--- src/rtl/branch_pkg.sv ---
// Shared types for the branch resolve unit: controller states and the
// per-branch record held while a prediction is in flight.
package branch_pkg;

    localparam int unsigned IDX_W_DEFAULT = 5;
    // Entries carry the widest supported index; narrower builds zero-extend.
    localparam int unsigned IDX_MAX_W     = 16;

    typedef enum logic {
        ST_RUN   = 1'b0,
        ST_FLUSH = 1'b1
    } state_e;

    typedef struct packed {
        logic [IDX_MAX_W-1:0] idx;
        logic                 pred_taken;
    } entry_t;

endpackage

--- src/rtl/pred_fifo.sv ---
// In-order queue of outstanding predictions. A clear wins over any
// push or pop in the same cycle.
module pred_fifo
    import branch_pkg::*;
#(
    parameter  int unsigned DEPTH = 4,
    localparam int unsigned PTR_W = $clog2(DEPTH)
) (
    input  logic           clk,
    input  logic           rst,
    input  logic           push_i,
    input  entry_t         push_data_i,
    input  logic           pop_i,
    input  logic           clear_i,
    output entry_t         head_o,
    output logic           full_o,
    output logic           empty_o,
    output logic [PTR_W:0] occupancy_o
);

    localparam logic [PTR_W:0] DEPTH_CNT = (PTR_W + 1)'(DEPTH);

    entry_t           mem_q [DEPTH];
    logic [PTR_W-1:0] wr_ptr_q;
    logic [PTR_W-1:0] rd_ptr_q;
    logic [PTR_W:0]   count_q;
    logic             push_ok;
    logic             pop_ok;

    assign full_o      = (count_q == DEPTH_CNT);
    assign empty_o     = (count_q == '0);
    assign occupancy_o = count_q;
    assign head_o      = mem_q[rd_ptr_q];
    assign push_ok     = push_i && !full_o;
    assign pop_ok      = pop_i && !empty_o;

    // NOTE: the storage is reset along with the pointers so a stale head
    // can never leak onto the update port after reset; it is only a few flops.
    always_ff @(posedge clk or posedge rst) begin
        if (rst) begin
            for (int i = 0; i < DEPTH; i++) mem_q[i] <= '0;
            wr_ptr_q <= '0;
            rd_ptr_q <= '0;
            count_q  <= '0;
        end else if (clear_i) begin
            wr_ptr_q <= '0;
            rd_ptr_q <= '0;
            count_q  <= '0;
        end else begin
            if (push_ok) begin
                mem_q[wr_ptr_q] <= push_data_i;
                wr_ptr_q        <= wr_ptr_q + 1'b1;
            end
            if (pop_ok) rd_ptr_q <= rd_ptr_q + 1'b1;
            unique case ({push_ok, pop_ok})
                2'b10:   count_q <= count_q + 1'b1;
                2'b01:   count_q <= count_q - 1'b1;
                default: ;
            endcase
        end
    end

endmodule

--- src/rtl/branch_resolve_unit.sv ---
// Tracks predicted branches in program order, checks them against execute
// outcomes, drives the history-table update port and flushes on mispredict.
module branch_resolve_unit
    import branch_pkg::*;
#(
    parameter int unsigned DEPTH = 4,
    parameter int unsigned IDX_W = IDX_W_DEFAULT,
    parameter int unsigned CNT_W = 16
) (
    input  logic             clk,
    input  logic             rst,
    input  logic             pred_valid,
    input  logic [IDX_W-1:0] pred_idx,
    input  logic             pred_taken,
    output logic             pred_ready,
    input  logic             res_valid,
    input  logic             res_taken,
    output logic             upd_valid,
    output logic [IDX_W-1:0] upd_addr,
    output logic             upd_taken,
    output logic             mispredict,
    output logic             res_err,
    output logic [CNT_W-1:0] branch_count,
    output logic [CNT_W-1:0] mispred_count
);

    localparam int unsigned PTR_W = $clog2(DEPTH);

    state_e           state_q, state_d;
    entry_t           push_entry;
    entry_t           head;
    logic             fifo_full;
    logic             fifo_empty;
    logic [PTR_W:0]   occupancy;
    logic             run;
    logic             push;
    logic             pop;
    logic             mismatch;
    logic             err_set;

    logic             upd_valid_q;
    logic [IDX_W-1:0] upd_addr_q;
    logic             upd_taken_q;
    logic             mispredict_q;
    logic             res_err_q;
    logic [CNT_W-1:0] branch_cnt_q;
    logic [CNT_W-1:0] mispred_cnt_q;

    assign run        = (state_q == ST_RUN);
    assign pred_ready = run && !fifo_full;
    assign push       = pred_valid && pred_ready;
    // Emptiness is judged on registered occupancy, so a branch pushed this
    // cycle cannot be resolved until the next one.
    assign pop        = res_valid && run && !fifo_empty;
    assign err_set    = res_valid && run && (occupancy == '0);
    assign mismatch   = pop && (head.pred_taken != res_taken);
    assign push_entry = '{idx: IDX_MAX_W'(pred_idx), pred_taken: pred_taken};

    pred_fifo #(
        .DEPTH (DEPTH)
    ) u_fifo (
        .clk         (clk),
        .rst         (rst),
        .push_i      (push),
        .push_data_i (push_entry),
        .pop_i       (pop),
        .clear_i     (mismatch),
        .head_o      (head),
        .full_o      (fifo_full),
        .empty_o     (fifo_empty),
        .occupancy_o (occupancy)
    );

    always_ff @(posedge clk or posedge rst) begin
        if (rst) state_q <= ST_RUN;
        else     state_q <= state_d;
    end

    // NOTE: state_d is defaulted before the case so every path assigns it
    // and no latch is inferred.
    always_comb begin
        state_d = state_q;
        unique case (state_q)
            ST_RUN:   if (mismatch) state_d = ST_FLUSH;
            ST_FLUSH: state_d = ST_RUN;
            default:  state_d = ST_RUN;
        endcase
    end

    // NOTE: sequential state uses non-blocking assignments so every flop
    // samples the pre-edge values regardless of statement order.
    always_ff @(posedge clk or posedge rst) begin
        if (rst) begin
            upd_valid_q   <= 1'b0;
            upd_addr_q    <= '0;
            upd_taken_q   <= 1'b0;
            mispredict_q  <= 1'b0;
            res_err_q     <= 1'b0;
            branch_cnt_q  <= '0;
            mispred_cnt_q <= '0;
        end else begin
            upd_valid_q  <= pop;
            mispredict_q <= mismatch;
            if (pop) begin
                upd_addr_q  <= IDX_W'(head.idx);
                upd_taken_q <= res_taken;
            end
            if (err_set) res_err_q <= 1'b1;
            if (pop && !(&branch_cnt_q))       branch_cnt_q  <= branch_cnt_q + 1'b1;
            if (mismatch && !(&mispred_cnt_q)) mispred_cnt_q <= mispred_cnt_q + 1'b1;
        end
    end

    assign upd_valid     = upd_valid_q;
    assign upd_addr      = upd_addr_q;
    assign upd_taken     = upd_taken_q;
    assign mispredict    = mispredict_q;
    assign res_err       = res_err_q;
    assign branch_count  = branch_cnt_q;
    assign mispred_count = mispred_cnt_q;

endmodule

--- config.mk ---
export PLATFORM = sky130hd
export DESIGN_NAME = branch_resolve_unit
export DESIGN_NICKNAME = d
export VERILOG_FILES = /design/src/rtl/branch_pkg.sv /design/src/rtl/pred_fifo.sv /design/src/rtl/branch_resolve_unit.sv
export SDC_FILE = /design/constraint.sdc
export NUM_CORES = 1
export LEC_CHECK = 0
export ABC_AREA = 1
export BUFFER_PORTS_ARGS = -buffer_cell sky130_fd_sc_hd__buf_2
export CAP_MARGIN = 20
export CORE_ASPECT_RATIO = 0.5
export CORE_MARGIN = 1.5
export CORE_UTILIZATION = 49
export CTS_CLUSTER_SIZE = 14
export DETAILED_ROUTE_END_ITERATION = 10
export PLACE_DENSITY = 0.81
export SLEW_MARGIN = 15
export SYNTH_ARGS = -nofsm -noshare
export SYNTH_HDL_FRONTEND = slang
export SYNTH_SLANG_ARGS = --single-unit
--- constraint.sdc ---
create_clock -name clk -period 2.01 [get_ports clk]
set_clock_uncertainty 0.1 [all_clocks]
set_input_delay 0.201 -clock clk [delete_from_list [all_inputs] [get_ports clk]]
set_output_delay 0.201 -clock clk [all_outputs]
set_load 0.005 [all_outputs]
Word-level counts from Yosys, hierarchy flattened
Cells that the tools add are included.
{ "word_totals": {"in_bits": 11, "memories": 0, "ramBits": 0, "out_inout_bits": 42, "ff_bits": 117, "romBits": 0, "latch_bits": 0, "elab_cells": 72} }
{ "op_classes": {"bitwise_logic": 4, "mux": 14, "n_div": 0, "n_mul": 0, "n_shift": 0, "add_sub_neg": 6, "n_reduce_logical": 22, "magnitude_cmp": 3, "n_eq_ne": 4} }
{ "ops": {"columns": ["op", "count"], "rows": [
  ["bitwise mux 68 bit", 1],
  ["binary-select mux 17 bit (select 2 bit)", 1],
  ["demux 17 bit (select 2 bit)", 1],
  ["adder 16 x 1 -> 16 bit (second input constant)", 2],
  ["AND reduction 16 bit", 2],
  ["two-way mux 17 bit", 1],
  ["two-way mux 6 bit", 2],
  ["logical AND 1 bit", 11],
  ["two-way mux 2 bit", 4],
  ["greater-or-equal comparator 3 bit (second input constant)", 2],
  ["NOT 2 -> 3 bit", 2],
  ["one-hot mux 3 bit (2 select lines)", 1],
  ["adder 2 x 1 -> 2 bit (second input constant)", 2],
  ["zero test 1 bit", 4],
  ["nonzero test 2 bit", 2],
  ["adder 3 x 1 -> 3 bit (second input constant)", 1],
  ["== test 3 bit (second input constant)", 1],
  ["zero test 3 bit", 1],
  ["< comparator 3 x 1 -> 1 bit (second input constant)", 1],
  ["two-way mux 3 bit", 1],
  ["nonzero test 3 bit", 1],
  ["subtractor 3 x 1 -> 3 bit (second input constant)", 1],
  ["== test 2 x 1 -> 1 bit (second input constant)", 1],
  ["== test 2 bit (second input constant)", 1],
  ["other kinds (5)", 6]
]} }

Longest topological paths before layout
{ "depth": {"depth_word": 8, "ltp_mapped": 12, "ltp_nobuf": 12} }

Modules after synthesis
Synthesis repeated with hierarchy kept, for this count alone.
{ "unflattened": {"cells_unflattened": 744, "area_unflattened_um2": 6092.1} }
{ "by_module_without_submodules": {"columns": ["mod", "area_each_um2", "cells_each", "seq_area_each_um2", "instances"], "rows": [
  ["pred_fifo", 3574.7, 392, 1876.8, 1],
  ["branch_resolve_unit", 2517.4, 352, 1051.0, 1]
]} }

Least setup slack after synthesis
No wires, ideal clock.
{ "synth_timing": {"path_kind": "register -> register", "from": "reg u_fifo.count_q[1] (netlist: u_fifo.occupancy_o[1])", "to": "reg u_fifo.count_q[2] (netlist: u_fifo.occupancy_o[2])", "path_buffers": 0, "setup_ns": 0.117, "period_less_slack_ns": 1.920, "required_time_ns": 1.793, "path_stages_with_launch": 13, "arrival_time_ns": 1.703, "path_slack_ns": 0.090, "path_cell_list": "dfrtp_1 -> nor2_2 -> nand2_1 -> nand2_2 -> inv_2 -> nand2_1 -> inv_1 -> fa_1 -> xor2_1 -> nand2_1 -> o21ai_0 -> nor2_1 -> nor2_1"} }
{ "synth_between": {"elab_chain_cells": 8, "elab_cells_between_ends": 17, "classes_between": "add/sub: 2; eq/ne: 3; mux: 2; reduce/logical: 10"} }
{ "synth_rtl": {"columns": ["element", "line", "text"], "rows": [
  ["start, declared", "pred_fifo.sv:26", "logic [PTR_W:0] count_q;"],
  ["start signal, assigned", "pred_fifo.sv:56", "2'b10: count_q <= count_q + 1'b1;"],
  ["start signal, assigned", "pred_fifo.sv:57", "2'b01: count_q <= count_q - 1'b1;"],
  ["== test 3 bit", "pred_fifo.sv:30", "assign full_o = (count_q == DEPTH_CNT);"],
  ["zero test 1 bit", "pred_fifo.sv:34, branch_resolve_unit.sv:50", null],
  ["logical AND 1 bit", "branch_resolve_unit.sv:50", "assign pred_ready = run && !fifo_full;"],
  ["logical AND 1 bit", "branch_resolve_unit.sv:51", "assign push = pred_valid && pred_ready;"],
  ["logical AND 1 bit", "pred_fifo.sv:34", "assign push_ok = push_i && !full_o;"],
  ["== test 2 x 1 -> 1 bit / == test 2 bit (equally long branches)", "pred_fifo.sv:55", "unique case ({push_ok, pop_ok})"],
  ["one-hot mux 3 bit (2 select lines)", "pred_fifo.sv:55", null],
  ["two-way mux 3 bit", "pred_fifo.sv:45", "end else if (clear_i) begin"]
]} }
Several ways; a longest one is shown, not always the timed one.
A chain may end at the register's enable or synchronous reset.

Final worst setup path
Ends and elaborated chain as after synthesis.

==> impl_summary.txt <==
----------------------------------------------------
[Detailed routing]
  Number of search-and-repair iterations in the first detailed-routing pass ... 4
  Final routed DRC violation total ... 0
  Vias/cell ... 5.24
  Number of vias after detailed routing ... 3600
  Drt first-iter violations ... 244
  Average wire per standard cell ... 13.1 µm
  Final routed wirelength across all metal layers ... 9.02 mm
  Number of nets with antenna violations after detailed routing ... 0

[Status]
  Outcome ... finished, final reports clean

[Setup path]
  Worst-path cell with the longest stage delay ... sky130_fd_sc_hd__dfrtp_1
  Largest stage delay on the critical path ... 0.38 ns
  Nature of the critical path endpoint ... register
  Crit-path max FO ... 4
  Logic depth of the worst register-to-register path ... 12
  Arrival @ worst endpoint ... 2.13 ns
  Required time reported for the critical path endpoint ... 2.18 ns
  Worst Setup Start Kind ... register
  Crit path kind ... reg -> reg
  CP Cell Sequence ... nor2_2 > nand2_1 > nand2_2 > inv_2 > nand2_4 > inv_4 > fa_2 > xor2_2 > nand2_1 > o21ai_1 > nor2_1 > nor2_1

[Place]
  Placed Cells ... 667
  DP HPWL ... 6.26 mm
  Routability Congestion ... 0.836
  Port buffer count ... 52

[Synthesis]
  Synth top area cells ... sky130_fd_sc_hd__dfrtp_1 (47%), sky130_fd_sc_hd__nand2_1 (17%), sky130_fd_sc_hd__nor2_1 (5.6%), sky130_fd_sc_hd__nand3_1 (5.2%), sky130_fd_sc_hd__nand4_1 (5.0%)
  Proportion of synthesized flip-flops having asynchronous set or reset ... 100%
  Unique masters post-synth ... 30
  Synthesized area divided by synthesized cell count ... 7.81 µm²
  Largest area contributor in the synthesized netlist ... sky130_fd_sc_hd__dfrtp_1
  Register area share after synthesis ... 47.1%
  Number of nets produced by synthesis ... 515
  Cell area after synthesis ... 3880 µm²
  #FFs+latches synth ... 73
  Post-Syn Instances ... 497
  Flip-flop cell with the highest count after synthesis ... sky130_fd_sc_hd__dfrtp_1
  Proportion of netlist area held by the largest area contributor ... 47.1%
  Yosys warns ... 0
  Number of enable flip-flop cells after synthesis ... 0

[Layout]
  Antenna fix cells ... 0
  Number of filler instances in the final layout ... 637
  Synth-to-Final Area Change ... 23.0%
  Number of nets in the layout ... 593
  Share of post-route cells with drive strength above 1 ... 19.7%
  Number of standard cells in the final layout excluding fillers ... 687

[STA]
  Final period demand of the worst path ... 1.96 ns
  Fmax ... 509 MHz
  Setup violations, final ... 0
  Number of max-slew violations in the final report ... 0
  Max-Slew Margin vs Limit ... 64.4%
  Final Hold Violating Endpoints ... 0
  RSZ-0062 raised after global routing ... yes
  Share of the cycle needed by the critical path after routing ... 97.7%
  Transition time of the tightest slew-check pin ... 0.533 ns

[CTS]
  TritonCTS buffer count ... 9
  Register clock-pin slew on the reported worst setup and hold paths ... 0.06 ns
  Htree depth ... 3
  Number of sinks on the clock net ... 73
  Maximum number of buffers from clock root to sink ... 2
  TritonCTS clock tree ... yes
  Master cell of the clock root buffer ... sky130_fd_sc_hd__clkbuf_16
  Skew-Pair Late Insertion Delay ... 0.33 ns

[Power and ir drop]
  Worst ir drop on vdd ... 735 µV
  LEAKAGE ... 2.46 nW
  Post-layout power ... 6.58 mW
  Power density over the cells ... 1380 nW/µm²

[Floorplan]
  Top-level port count ... 53
  Core box area ... 7490 µm²
  Height of the die ... 65.9 µm
  Die Footprint ... 8500 µm²
  Starting Density ... 51.9%
  Die outline width ... 129 µm
  Cell Rows ... 22

[Job]
  Max capacitance violation total ... 0

[Hold path]
  Worst hold path type ... in -> reg
  Hold path cells ... 3

[GRT]
  Global-route wire length before repair ... 15.5 mm
  Number of global-route vias before repair ... 3382
  Antenna violations before repair ... 0
  Final global-route overflow total ... 0
  Overall Global Routing Usage ... 23.6%
  Pin count of the biggest net entering global routing ... 31

----------------------------------------------------
final timing paths:
path                                       start               endpoint  slack (ns)
max reg2reg                u_fifo.occupancy_o[1]  u_fifo.occupancy_o[2]        0.05
min                                    res_taken              upd_taken        0.06
min reg2reg                              res_err                res_err        0.37
max                        u_fifo.occupancy_o[1]  u_fifo.occupancy_o[2]        0.05
max in group asynchronous                    rst        u_fifo.mem_q[3]        0.90
min in group asynchronous                    rst        branch_count[1]        0.36
per-layer routing:
| layer | part of all wire, % | GRT usage (%) |
|---|---|---|
| met1 | 46 | 29.9 |
| met4 | 1.8 | 9.13 |
| met2 | 46 | 38.8 |
| met5 | 0 | 0 |
| met3 | 6.4 | 6.63 |
sequential cells by signal (all words and copies together) (netlist names):
| name | flops |
|---|---|
| state_q | 1 |
| u_fifo.rd_ptr_q | 2 |
| u_fifo.wr_ptr_q | 2 |
| mispred_count | 16 |
| upd_valid | 1 |
| res_err | 1 |
| branch_count | 16 |
| upd_taken | 1 |
| u_fifo.mem_q | 24 |
| mispredict | 1 |
| upd_addr | 5 |
| u_fifo.occupancy_o | 3 |
cell usage after synthesis, types with 2 or more instances:
| library cell | n |
|---|---|
| sky130_fd_sc_hd__nand3b_1 | 2 |
| sky130_fd_sc_hd__nor3_1 | 3 |
| sky130_fd_sc_hd__o21ai_0 | 24 |
| sky130_fd_sc_hd__dfrtp_1 | 73 |
| sky130_fd_sc_hd__nand2_1 | 174 |
| sky130_fd_sc_hd__inv_1 | 27 |
| sky130_fd_sc_hd__xor2_1 | 8 |
| sky130_fd_sc_hd__buf_6 | 2 |
| sky130_fd_sc_hd__xnor2_1 | 13 |
| sky130_fd_sc_hd__buf_2 | 5 |
| sky130_fd_sc_hd__clkbuf_1 | 4 |
| sky130_fd_sc_hd__nand4_1 | 31 |
| sky130_fd_sc_hd__nor2_1 | 58 |
| sky130_fd_sc_hd__nand3_2 | 3 |
| sky130_fd_sc_hd__nand3_1 | 40 |
| sky130_fd_sc_hd__inv_2 | 4 |
| sky130_fd_sc_hd__buf_4 | 4 |
| sky130_fd_sc_hd__a31oi_1 | 5 |
| sky130_fd_sc_hd__ha_1 | 6 |
placed cells by master (no fill, tap or decap), types with 4 or more instances in the layout:
cell                        netlist  layout
sky130_fd_sc_hd__dfrtp_1         73      73
sky130_fd_sc_hd__nand4_1         31      31
sky130_fd_sc_hd__nor2_1          58      58
sky130_fd_sc_hd__o21ai_0         24      23
sky130_fd_sc_hd__inv_2            4       4
sky130_fd_sc_hd__buf_2            5      52
sky130_fd_sc_hd__xnor2_1         13      13
sky130_fd_sc_hd__xor2_1           8       7
sky130_fd_sc_hd__nand3_1         40      40
sky130_fd_sc_hd__a31oi_1          5       5
sky130_fd_sc_hd__buf_4            4      27
sky130_fd_sc_hd__inv_1           27      25
sky130_fd_sc_hd__nand2_1        174     172
sky130_fd_sc_hd__ha_1             6       6
sky130_fd_sc_hd__clkbuf_16        0       9
power breakdown:
| part | switching (mW) | internal, mW |
|---|---|---|
| logic | 1.55 | 1.02 |
| clock network | 0.585 | 1.11 |
| registers | 0.361 | 1.96 |
cell families after synthesis:
group | Yosys count | share of synthesized area [%]
buffers and inverters | 47 | 5.54
adder cells (fa/ha/maj) | 7 | 2.45
flip-flops | 73 | 47.1
AND/OR/NAND/NOR | 317 | 35.8
AO/OA/AOI/OAI | 32 | 4.45
XOR/XNOR | 21 | 4.74
worst max-delay path: cells and delay by family (launching register included):
| family | cells | cell delay (ns) |
|---|---|---|
| adders and majority gates | 1 | 0.38 |
| buffers and inverters | 2 | 0.09 |
| DFF | 1 | 0.38 |
| and+or+nand+nor | 7 | 0.65 |
| AOI/OAI and AO/OA | 1 | 0.08 |
| xor gates and xnor gates | 1 | 0.20 |
through the flow:
stage          util (%)  instance area (µm²)  worst slack [ns]  hold WS, ns  setup TNS [ns]
3_5_place_dp       58.8                 4400           0.00965        0.174               0
5_1_grt            63.8                 4780           -0.0868       0.0543          -0.162
6_report           63.8                 4780            0.0465       0.0585               0
2_1_floorplan         -                 3890            0.0903        0.250               0
4_1_cts            63.2                 4730           0.00677       0.0445               0
3_3_place_gp       58.8                 4400            0.0997        0.176               0
repair_timing:
item / in CTS / in global routing
setup endpoints to repair: 1 / 4
hold buffers: 1 / 0
gates resized for setup: 0 / 8
endpoints found under the hold margin: 20 / 0
setup buffers: 1 / 3
pin swaps: 1 / 6
cell type report:
type / count / area (µm²) / share of cell area [%]
inverters: 32 / 129 / 2.70
clock inverters: 3 / 65.1 / 1.36
flip-flops and latches: 73 / 1830 / 38.2
clock buffers: 12 / 246 / 5.16
multi-input cells: 377 / 1860 / 39.0
repair buffers: 82 / 513 / 10.7
well taps: 108 / 135 / 2.83
(Power assumes the default switching activity.)
